===== src/rtl/reg_write_arbiter_pkg.sv =====
// Shared types and helpers for the round-robin register write arbiter.
package reg_arb_pkg;

  typedef enum logic {
    ST_EMPTY = 1'b0,
    ST_FULL  = 1'b1
  } state_e;

  localparam int GRANT_CNT_W = 16;

  // Index width that never collapses to zero bits, so single-bit selects stay legal.
  function automatic int idx_width(input int n);
    return (n <= 1) ? 1 : $clog2(n);
  endfunction

endpackage


===== src/rtl/reg_write_arbiter_if.sv =====
// Requester/consumer bundle of the register write arbiter.
// slave = arbiter side, master = producers/consumer side.
interface reg_write_arbiter_if
  import reg_arb_pkg::*;
#(
  parameter int NUM_REQ   = 4,
  parameter int DATAWIDTH = 8
) ();

  localparam int IDX_W = idx_width(NUM_REQ);

  logic [NUM_REQ-1:0]           req;
  logic [NUM_REQ*DATAWIDTH-1:0] d;
  logic [NUM_REQ-1:0]           gnt;
  logic [DATAWIDTH-1:0]         q;
  logic                         q_valid;
  logic [IDX_W-1:0]             q_src;
  logic                         q_ack;

  modport slave (
    input  req, d, q_ack,
    output gnt, q, q_valid, q_src
  );

  modport master (
    output req, d, q_ack,
    input  gnt, q, q_valid, q_src
  );

endinterface


===== src/rtl/reg_write_arbiter_rr_picker.sv =====
// Combinational round-robin picker: first set request at or above ptr,
// wrapping modulo NUM_REQ.
module rr_picker #(
  parameter int NUM_REQ = 4,
  parameter int IDX_W   = 2
) (
  input  logic [NUM_REQ-1:0] req,
  input  logic [IDX_W-1:0]   ptr,
  output logic [NUM_REQ-1:0] gnt,
  output logic [IDX_W-1:0]   win_idx,
  output logic               any_req
);

  logic found;
  int   cand;

  always_comb begin
    found   = 1'b0;
    win_idx = '0;
    cand    = 0;
    for (int k = 0; k < NUM_REQ; k++) begin
      cand = int'(ptr) + k;
      if (cand >= NUM_REQ) begin
        cand = cand - NUM_REQ;
      end
      if (!found && req[cand]) begin
        found   = 1'b1;
        win_idx = IDX_W'(cand);
      end
    end
    gnt     = found ? (NUM_REQ'(1) << win_idx) : '0;
    any_req = |req;
  end

endmodule


===== src/rtl/reg_write_arbiter.sv =====
// Round-robin arbiter sharing one holding register among NUM_REQ producers.
// Optional 16-bit saturating grant counter under REG_WRITE_ARBITER_STATS_EN.
module reg_write_arbiter
  import reg_arb_pkg::*;
#(
  parameter int NUM_REQ   = 4,
  parameter int DATAWIDTH = 8
) (
  input  logic                    Clk,
  input  logic                    Rst,
  reg_write_arbiter_if.slave      bus
`ifdef REG_WRITE_ARBITER_STATS_EN
  ,
  output logic [GRANT_CNT_W-1:0]  grant_count
`endif
);

  localparam int IDX_W = idx_width(NUM_REQ);

  state_e               state_q, state_d;
  logic [IDX_W-1:0]     ptr_q, ptr_d;
  logic [DATAWIDTH-1:0] q_q, q_d;
  logic [IDX_W-1:0]     q_src_q, q_src_d;

  logic [DATAWIDTH-1:0] d_lane [NUM_REQ];
  logic [NUM_REQ-1:0]   pick_gnt;
  logic [IDX_W-1:0]     win_idx;
  logic                 any_req;
  logic                 can_load;
  logic                 grant_fire;

  genvar gi;
  generate
    for (gi = 0; gi < NUM_REQ; gi++) begin : g_lane
      assign d_lane[gi] = bus.d[gi*DATAWIDTH +: DATAWIDTH];
    end
  endgenerate

  rr_picker #(
    .NUM_REQ (NUM_REQ),
    .IDX_W   (IDX_W)
  ) u_picker (
    .req     (bus.req),
    .ptr     (ptr_q),
    .gnt     (pick_gnt),
    .win_idx (win_idx),
    .any_req (any_req)
  );

  // A full register may be reloaded on the same edge the consumer acks it.
  assign can_load   = (state_q == ST_EMPTY) || bus.q_ack;
  assign grant_fire = can_load && any_req && Rst;

  always_comb begin
    state_d = state_q;
    ptr_d   = ptr_q;
    q_d     = q_q;
    q_src_d = q_src_q;
    if (grant_fire) begin
      state_d = ST_FULL;
      q_d     = d_lane[win_idx];
      q_src_d = win_idx;
      ptr_d   = (win_idx == IDX_W'(NUM_REQ - 1)) ? '0 : win_idx + 1'b1;
    end else if (state_q == ST_FULL && bus.q_ack) begin
      state_d = ST_EMPTY;
    end
  end

  always_ff @(posedge Clk or negedge Rst) begin
    if (!Rst) begin
      state_q <= ST_EMPTY;
      ptr_q   <= '0;
      q_q     <= '0;
      q_src_q <= '0;
    end else begin
      state_q <= state_d;
      ptr_q   <= ptr_d;
      q_q     <= q_d;
      q_src_q <= q_src_d;
    end
  end

  assign bus.gnt     = grant_fire ? pick_gnt : '0;
  assign bus.q       = q_q;
  assign bus.q_valid = (state_q == ST_FULL);
  assign bus.q_src   = q_src_q;

`ifdef REG_WRITE_ARBITER_STATS_EN
  logic [GRANT_CNT_W-1:0] cnt_q, cnt_d;

  always_comb begin
    cnt_d = cnt_q;
    if (grant_fire && (cnt_q != {GRANT_CNT_W{1'b1}})) begin
      cnt_d = cnt_q + 1'b1;
    end
  end

  always_ff @(posedge Clk or negedge Rst) begin
    if (!Rst) begin
      cnt_q <= '0;
    end else begin
      cnt_q <= cnt_d;
    end
  end

  assign grant_count = cnt_q;
`endif

endmodule


===== src/flat_wrapper.sv =====
// flat-port wrapper written by rule: the top's interface ports become plain ports
module reg_write_arbiter_flat import reg_arb_pkg::*;
#(
  parameter int NUM_REQ   = 4,
  parameter int DATAWIDTH = 8
)
  (Clk, Rst, bus_req, bus_d, bus_q_ack, bus_gnt, bus_q, bus_q_valid, bus_q_src);
  reg_write_arbiter_if #(.NUM_REQ(NUM_REQ), .DATAWIDTH(DATAWIDTH)) bus_i ();
  input  logic Clk;
  input  logic Rst;
  input wire logic [$bits(bus_i.req)-1:0] bus_req;
  input wire logic [$bits(bus_i.d)-1:0] bus_d;
  input wire logic [$bits(bus_i.q_ack)-1:0] bus_q_ack;
  output wire logic [$bits(bus_i.gnt)-1:0] bus_gnt;
  output wire logic [$bits(bus_i.q)-1:0] bus_q;
  output wire logic [$bits(bus_i.q_valid)-1:0] bus_q_valid;
  output wire logic [$bits(bus_i.q_src)-1:0] bus_q_src;
  assign bus_i.req = bus_req;
  assign bus_i.d = bus_d;
  assign bus_i.q_ack = bus_q_ack;
  assign bus_gnt = bus_i.gnt;
  assign bus_q = bus_i.q;
  assign bus_q_valid = bus_i.q_valid;
  assign bus_q_src = bus_i.q_src;
  reg_write_arbiter #(.NUM_REQ(NUM_REQ), .DATAWIDTH(DATAWIDTH)) u_core (.Clk(Clk), .Rst(Rst), .bus(bus_i));
endmodule

===== config.mk =====
export PLATFORM = sky130hd
export DESIGN_NAME = reg_write_arbiter_flat
export DESIGN_NICKNAME = d
export VERILOG_FILES = /design/src/rtl/reg_write_arbiter_pkg.sv /design/src/rtl/reg_write_arbiter_if.sv /design/src/rtl/reg_write_arbiter_rr_picker.sv /design/src/rtl/reg_write_arbiter.sv /design/src/flat_wrapper.sv
export SDC_FILE = /design/constraint.sdc
export NUM_CORES = 1
export LEC_CHECK = 0
export CORE_ASPECT_RATIO = 1.5
export CORE_UTILIZATION = 35
export CTS_CLUSTER_DIAMETER = 120
export DETAILED_ROUTE_END_ITERATION = 8
export GPL_ROUTABILITY_DRIVEN = 0
export PLACE_DENSITY_LB_ADDON = 0.2
export SLEW_MARGIN = 20
export SYNTH_ARGS = -nofsm -noshare
export SYNTH_HDL_FRONTEND = slang
export SYNTH_SLANG_ARGS = --single-unit

===== constraint.sdc =====
create_clock -name Clk -period 2 [get_ports Clk]
set_input_delay 0.4 -clock Clk [delete_from_list [all_inputs] [get_ports Clk]]
set_output_delay 0.4 -clock Clk [all_outputs]
set_load 0.01 [all_outputs]

==> Word level (Yosys, flattened, before mapping) <==
Index checks and enable logic that the tools add are counted.
W data, S select, Z words.
{ "totals": {"output_inout_bits": 15, "inputBits": 39, "wordCells": 69, "register_bits": 13} }
{ "classes": {"add_sub_neg": 8, "shift": 1, "muxes": 32, "eq_ne": 1, "n_bitwise": 2, "order_cmp": 9, "reduce_logical": 12} }
{ "ops": {"columns": ["cell", "count"], "rows": [
  ["$lt A32 B4 Y1 const B", 4],
  ["$mux W32", 4],
  ["$bmux W8 S2", 1],
  ["$mux W8", 2],
  ["$mux W1", 14],
  ["$ge A3 B3 Y1 const B", 4],
  ["$sub A3 B3 Y4 const B", 3],
  ["$mux W2", 5],
  ["$bmux W1 S2", 4],
  ["$mux W4", 2],
  ["$add A2 B2 Y3 const B", 2],
  ["$logic_and A1 B1 Y1", 6],
  ["$reduce_or A4 Y1", 1],
  ["$shl A1 B2 Y4 const A", 1],
  ["$sub A2 B3 Y4 const B", 1],
  ["$add A2 B1 Y3 const B", 1],
  ["$ge A2 B3 Y1 const B", 1],
  ["$logic_not A1 Y1", 3],
  ["$not A2 Y3", 1],
  ["$add A2 B1 Y2 const B", 1],
  ["$eq A2 B2 Y1 const B", 1],
  ["$reduce_bool A2 Y1", 1],
  ["$logic_or A1 B1 Y1", 1],
  ["$not A1 Y1", 1]
]} }

==> Longest topological paths before layout <==
Gate-level depths: netlist of the first run.
{ "depth": {"word_depth": 19, "depth_mapped": 8, "depth_no_buf": 7} }

==> By module <==
From an unflattened synthesis of the first run, not the netlist that was laid out.
{ "unflattened": {"hier_cells": 80, "hier_area_um2": 978.4} }
{ "by_module_without_submodules": {"columns": ["mod", "area_each_um2", "cells_per_inst", "seq_area_each_um2", "n_inst"], "rows": [
  ["reg_write_arbiter", 767.0, 47, 325.3, 1],
  ["rr_picker", 211.5, 33, 0.0, 1]
]} }

==> Worst setup path after synthesis of the first run <==
No wires, ideal clock.
{ "synth_path": {"path_type": "input -> output", "start": "input port bus_req[0]", "end": "output port bus_gnt[3]", "path_stages": 7, "path_buffers": 1, "path_slack_ns": 0.254, "required_ns": 1.600, "arrival_time_ns": 1.346, "cell_sequence": "and2b_1 nor3_1 o22ai_2 buf_6 inv_2 ha_1 and2_1"} }
{ "synth_between": {"elab_chain_len": 16, "elab_cells_between_ends": 32, "cone_classes": "shift: 1; mux: 22; reduce/logical: 9"} }
{ "synth_rtl": {"columns": ["element", "line_no", "source"], "rows": [
  ["start: declaration", "flat_wrapper.sv:11", "input wire logic [$bits(bus_i.req)-1:0] bus_req;"],
  ["$bmux W1 S2", "reg_write_arbiter_rr_picker.sv:26", "if (!found && req[cand]) begin"],
  ["$mux W1 (implied by the code) (2 in series)", "reg_write_arbiter_rr_picker.sv:26", null],
  ["$mux W1", "reg_write_arbiter_rr_picker.sv:26", null],
  ["$logic_not A1 Y1", "reg_write_arbiter_rr_picker.sv:26", null],
  ["$logic_and A1 B1 Y1", "reg_write_arbiter_rr_picker.sv:26", null],
  ["$mux W1", "reg_write_arbiter_rr_picker.sv:26", null],
  ["$logic_not A1 Y1", "reg_write_arbiter_rr_picker.sv:26", null],
  ["$logic_and A1 B1 Y1", "reg_write_arbiter_rr_picker.sv:26", null],
  ["$mux W1", "reg_write_arbiter_rr_picker.sv:26", null],
  ["$logic_not A1 Y1", "reg_write_arbiter_rr_picker.sv:26", null],
  ["$logic_and A1 B1 Y1", "reg_write_arbiter_rr_picker.sv:26", null],
  ["$mux W2", "reg_write_arbiter_rr_picker.sv:26", null],
  ["$shl A1 B2 Y4", "reg_write_arbiter_rr_picker.sv:31", "gnt = found ? (NUM_REQ'(1) << win_idx) : '0;"],
  ["$mux W4", "reg_write_arbiter_rr_picker.sv:31", null],
  ["$mux W4 (*)", "reg_write_arbiter.sv:83", "assign bus.gnt = grant_fire ? pick_gnt : '0;"],
  ["end: declaration", "flat_wrapper.sv:14", "output wire logic [$bits(bus_i.gnt)-1:0] bus_gnt;"]
]} }
Mark *: on every way between the ends. The rest lies on a longest branch, timed or not. The select of a mux whose other input is x is not followed.

==> Worst setup path in the final report of the first run <==
{ "layout_path": {"start": "register u_core.ptr_q[0]", "end": "output port bus_gnt[3]"} }
{ "layout_between": {"elab_chain_len": 18, "elab_cells_between_ends": 44, "cone_classes": "add/sub: 7; order compare: 4; shift: 1; mux: 26; reduce/logical: 6"} }
{ "layout_rtl": {"columns": ["element", "line_no", "source"], "rows": [
  ["start: declaration", "reg_write_arbiter.sv:21", "logic [IDX_W-1:0] ptr_q, ptr_d;"],
  ["start signal: assignment", "reg_write_arbiter.sv:77", "ptr_q <= ptr_d;"],
  ["branches (longest 16 deep; another with $sub A3 B3 Y4)", null, null],
  ["$mux W4 (*)", "reg_write_arbiter_rr_picker.sv:31", null],
  ["$mux W4 (*)", "reg_write_arbiter.sv:83", null]
]} }
Mark *: on every way between the ends. The select of a mux whose other input is x is not followed.

==> metrics.txt, run 1 <==
Critical Path RT around 1.6 ns; Final period util 103%; worst min path class in2async; Synth async-reset ratio 100%; most frequent cells in the layout clkdlybuf4s50_1 (44), mux2i_1 (16), buf_4 (15); Crit path max-delay family simple AND/OR/NAND/NOR gates; worst-path fanout max 3; cell total after placement between 150 and 200; total number of vias about 900; buffers and inverters on the worst path 2; DRC viols 0; Syn Inst Count between 80 and 90; CP Class reg2out; Setup Skew roughly 0.005 ns; fin cells between 150 and 200; Post-synth EDFFs 0; VDD IR max 0.745 mV; wirelength, routed approximately 2.6 mm; largest net degree at the start of global routing 14; diodes inserted 0; via/cell ratio roughly 5.2; antenna violations before repair 0; final hold vios 0; CP max-delay cell dfrtp_1; crit end category output port; post-route ant nets 0; worst setup margin -0.0666 ns; fmax between 0.4 and 0.5 GHz; Clk network pwr share a little over a tenth; Synth Cell Area 830 µm²; Logic pwr share around 63%; Detailed Place HPWL roughly 1.9 mm; CTS tree built; setup violators final 4; fin. max-slew vios 0; GRT Resource Usage Total a little over a fifth; min cycle time layout approximately 2.1 ns; Rel. slew slack around 83%; area grow syn2layout 93.8%; ratio of cells with drive above 1 in the final layout between 20% and 30%; clock-pin slew on the worst setup and hold paths approximately 0.08 ns; status complete, but fails checks; synth warn 0; Die Y between 60 and 70 µm; Netlist cell types 25; Num CTS Buffers 3; leakage power ~0.77 nW; Startpoint Class flop; I/O Buffers 53; root buffer cell clkbuf_4; die area approximately 2600 µm²; Core ar. between 2000 and 2500 µm²; H-tree levels 1; grt total ovfl 0; CP cell instances and2b_1 -> nor3_2 -> o22ai_2 -> inv_2 -> ha_4 -> and2_4 -> buf_6; Int Power approximately 1.0 mW; Total Neg Setup Slack -0.170 ns; 1st-iter DRT viols 6; Psw between 0.5 and 0.6 mW; DR WL/cell 14.5 µm; Power Density 993 nW/µm²; Clock Sink Count 13; WHS about 0.25 ns; clk buf depth 2; vias in the first global route between 800 and 900; Synth Net Count 122; die width between 40 and 50 µm; failing checks setup timing; Post-CTS Hold Fix Bufs 0; number of synthesized register bits 13; register area share after synthesis just under 40%; Critical Path AT between 1.5 and 2 ns; Std-Cell Rows 21; RSZ-0062 raised after global routing true; crit-path max cell delay 0.38 ns; Clk Latency, worst-skew pair ~0.28 ns; worst slew pin tran ~0.26 ns; Synth Flop Type dfrtp_1; Max-Cap Viols 0; commonest non-fill, non-tap cell in the layout clkdlybuf4s50_1; drt first pass iters 4; first-pass GRT wire length ~4.0 mm; Mean Syn Cell Area a little over 10 µm²; Place WS -0.735 ns; Flop pwr share a little over a quarter; overall power ~1.6 mW; Initial Util between 30% and 40%; Switching Share a little over a third; I/O pins 54; Final #Nets 197
cells by family after synthesis:
group / Yosys count / share of synthesized area, %
DFF: 13 / 39.2
adders and majority gates: 1 / 1.51
and+or+nand+nor: 26 / 15.2
AOI/OAI and AO/OA: 18 / 18.7
buffers and inverters: 8 / 6.03
muxes: 16 / 19.3
final timing paths:
kind                                          start                  end  slack (ns)  cells after the start
worst max-delay path                u_core.ptr_q[0]           bus_gnt[3]       -0.07                      7
worst min-delay path                            Rst      u_core.ptr_q[0]        0.25                      2
worst max register to register      u_core.ptr_q[0]      u_core.bus.q[6]        0.12                      8
worst min register to register  u_core.bus.q_src[1]  u_core.bus.q_src[1]        0.48                      2
max in group asynchronous                       Rst  u_core.bus.q_src[0]        1.59                      2
min in group Clk                u_core.bus.q_src[1]  u_core.bus.q_src[1]        0.48                      2
per-layer routing:
| metal | up-vias | wire [µm] | share of wire [%] | GRT usage (%) |
|---|---|---|---|---|
| met5 | - | 0 | 0 | 0 |
| met4 | 0 | 58 | 2.2 | 12.4 |
| met3 | 6 | 122 | 4.7 | 3.23 |
| met2 | 34 | 1490 | 57 | 40.8 |
| met1 | 440 | 927 | 36 | 21.8 |
| li1 | 447 | - | - | - |
layout make-up:
class	count	area [µm²]
fillers	191	626
well taps	23	28.8
clock buffers	4	26.3
flip-flops and latches	13	325
inverters	4	15.0
repair buffers	74	704
multi-input cells	61	508
synth_stat cells (all sizes together), types with 2 or more instances:
cell     n  area share (%)
o221ai   8             8.4
nor3     3             1.8
buf      4             4.2
a21oi    2             1.2
o21ai    4             2.4
nand2   14             6.3
inv      4             1.8
dfrtp   13              39
and2b    2             2.1
mux2i   16              19
nand2b   3             2.3
power by group through the flow:
stage / clock network (mW) / logic, mW / registers (mW)
after floorplan: 0 / 0.418 / 0.464
after global placement: 0 / 0.848 / 0.425
after detailed placement: 0 / 0.869 / 0.428
after CTS: 0.171 / 0.935 / 0.426
after global routing: 0.178 / 1.08 / 0.439
final: 0.166 / 1.00 / 0.428
state kept, by name, indices dropped and copies added, names as in the netlist:
name	count
u_core.ptr_q	2
u_core.bus.q_src	2
u_core.bus.q_valid	1
u_core.bus.q	8
per-stage QoR:
stage | utilization (%) | area, µm²
2_1_floorplan | - | 830
5_1_grt | 72.0 | 1610
3_3_place_gp | 66.4 | 1480
4_1_cts | 70.0 | 1560
6_report | 72.0 | 1610
3_5_place_dp | 66.4 | 1480
what timing repair did:
| item | CTS | global route |
|---|---|---|
| pin swaps | 3 | 4 |
| hold endpoints to repair | 0 | 0 |
| buffers inserted | 4 | 3 |
| endpoints found under the setup margin | 4 | 3 |
| resized for setup | 40 | 5 |
(Power assumes the default switching activity.)
==> inputs of run 2 (changes only) <==
- SKIP_CTS_REPAIR_TIMING: default -> 1
==> run 2 against run 1 <==
The flow still finishes with violations (setup timing). Fmax rose by 0.48%. Critical path depth did not move. First-iteration DRC count rose by 50%. Count of clock-buffer cells in the layout did not move. Critical endpoint unchanged. Via count fell by 1.4%. Sequential power barely moved. Hold slack got worse by 0.11 ns. Clock skew rose by 0.0017 ns. Largest power group unchanged. Combinational power barely moved. Total power rose by 0.14%. Die area did not move.
==> metrics.txt, run 2 (synthesis gave the netlist of run 1 again) <==
Int Power 1.02 mW (was 1.03 mW); Flop pwr share 27.0% (was 26.8%); worst setup margin -0.0567 ns (was -0.0666 ns); RSZ-0062 raised after global routing true (unchanged); vias in the first global route 858 (was 883); VDD IR max 0.646 mV (was 0.745 mV); Std-Cell Rows 21 (unchanged); CP Class reg2out (unchanged); die width 41.8 µm (unchanged); grt total ovfl 0 (unchanged); failing checks setup timing (unchanged); crit path to bus_gnt[3] (unchanged); worst min path class in2async (unchanged); diodes inserted 0 (unchanged); GRT Resource Usage Total 19.6% (was 21.2%); total number of vias 914 (was 927); DR WL/cell 14.5 µm (about the same); antenna violations before repair 0 (unchanged); Critical Path AT 1.66 ns (was 1.67 ns); Clock Sink Count 13 (unchanged); ratio of cells with drive above 1 in the final layout 26.8% (was 28.8%); die area 2570 µm² (unchanged); Logic pwr share 62.5% (was 62.8%); final hold vios 0 (unchanged); Final #Nets 194 (was 197); wirelength, routed 2.55 mm (was 2.60 mm); most frequent cells in the layout clkdlybuf4s50_1 (44), mux2i_1 (16), buf_4 (15) (unchanged); setup violators final 2 (was 4); largest net degree at the start of global routing 14 (unchanged); fmax 0.486 GHz (was 0.484 GHz); via/cell ratio 5.19 (was 5.18); clk buf depth 2 (unchanged); status complete, but fails checks (unchanged); met2 Track Usage GR 37.3% (was 40.8%); H-tree levels 1 (unchanged); worst-path fanout max 4 (was 3); Power Density 983 nW/µm² (was 993 nW/µm²); Rel. slew slack 74.2% (was 82.7%); reg2reg end u_core.bus.q[4] (was u_core.bus.q[6]); Final period util 103% (about the same); fin. max-slew vios 0 (unchanged); max reg flops 8 (unchanged); Clk Latency, worst-skew pair 0.28 ns (about the same); Psw 0.576 mW (was 0.566 mW); I/O Buffers 53 (unchanged); commonest non-fill, non-tap cell in the layout clkdlybuf4s50_1 (unchanged); Worst R2R Start u_core.ptr_q[0] (unchanged); Clk network pwr share 10.5% (was 10.4%); I/O pins 54 (unchanged); 1st-iter DRT viols 9 (was 6); Switching Share 36.1% (was 35.5%); drt first pass iters 4 (unchanged); clock-pin slew on the worst setup and hold paths 0.08 ns (about the same); Startpoint Class flop (unchanged); root buffer cell clkbuf_4 (unchanged); Worst setup startpoint u_core.ptr_q[0] (unchanged); leakage power 0.795 nW (was 0.770 nW); Critical Path RT 1.60 ns (about the same); min cycle time layout 2.06 ns (was 2.07 ns); first-pass GRT wire length 3.68 mm (was 4.00 mm); DRC viols 0 (unchanged); Detailed Place HPWL 1.86 mm (unchanged); Max-Cap Viols 0 (unchanged); Setup Skew 0.00680 ns (was 0.00511 ns); worst reg2reg path depth 8 (unchanged); Num CTS Buffers 3 (unchanged); Layout Utilization 72.8% (was 72.0%); Total Neg Setup Slack -0.0721 ns (was -0.170 ns); Core ar. 2230 µm² (unchanged); Initial Util 37.1% (unchanged); met3 Resource Use GR 3.23% (unchanged); worst slew pin tran 0.387 ns (was 0.258 ns); GR met1 Demand/Resource 20.4% (was 21.8%); Die Y 61.6 µm (unchanged); crit end category output port (unchanged); CTS tree built (unchanged); Most Used Layer, Global Route met2 (unchanged); area grow syn2layout 95.9% (was 93.8%); post-route ant nets 0 (unchanged); FF-to-FF setup slack 0.23 ns (was 0.12 ns)
==> run 2: area by class of cell <==
class	count	area (µm²)
Sequential cell	13	325
Timing Repair Buffer	71	693
Tap cell	23	28.8
Multi-Input combinational cell	61	537
Inverter	4	15.0
Fill cell	192	608
Clock buffer	4	26.3
==> run 2: metrics by stage <==
step / total power, mW / cell area, µm² / hold slack, ns / std cells / setup slack, ns
after detailed placement: 1.30 / 1480 / 0.472 / 168 / -0.735
after global placement: 1.27 / 1480 / 0.457 / 168 / -0.635
after floorplan: 0.882 / 830 / 0.104 / 82 / 0.254
after CTS: 1.47 / 1510 / 0.477 / 172 / -0.740
after global routing: 1.70 / 1630 / 0.180 / 176 / -0.143
final: 1.60 / 1630 / 0.142 / 176 / -0.0567
==> run 2: worst max-delay path, cell delays in order, from the launching register on <==
cell	delay (ns)
dfrtp_1	0.38
and2b_2	0.25
nor3_4	0.05
o22ai_4	0.19
inv_2	0.09
ha_4	0.16
and2_4	0.13
buf_6	0.11
==> run 2: power by group through the flow <==
stage,sequential [mW],combinational (mW),clock (mW)
floorplan,0.464,0.418,0
global placement,0.425,0.848,0
detailed placement,0.428,0.869,0
CTS,0.424,0.875,0.171
global route,0.444,1.08,0.178
finish,0.431,1.00,0.167
==> run 2: routing by layer <==
| layer | wire (µm) | vias up |
|---|---|---|
| met5 | 0 | - |
| met3 | 114 | 5 |
| met2 | 1430 | 31 |
| met1 | 956 | 435 |
| met4 | 53 | 0 |
| li1 | - | 443 |
==> run 2: worst min path at each step <==
stage,endpoint,slack [ns],depth (start not counted)
6_report,u_core.ptr_q[0],0.14,2
5_1_grt,u_core.ptr_q[0],0.18,2
4_1_cts,u_core.ptr_q[0],0.48,2
3_5_place_dp,u_core.bus.q_src[1],0.47,2
3_3_place_gp,u_core.bus.q_src[1],0.46,2
2_1_floorplan,u_core.bus.q[0],0.10,0
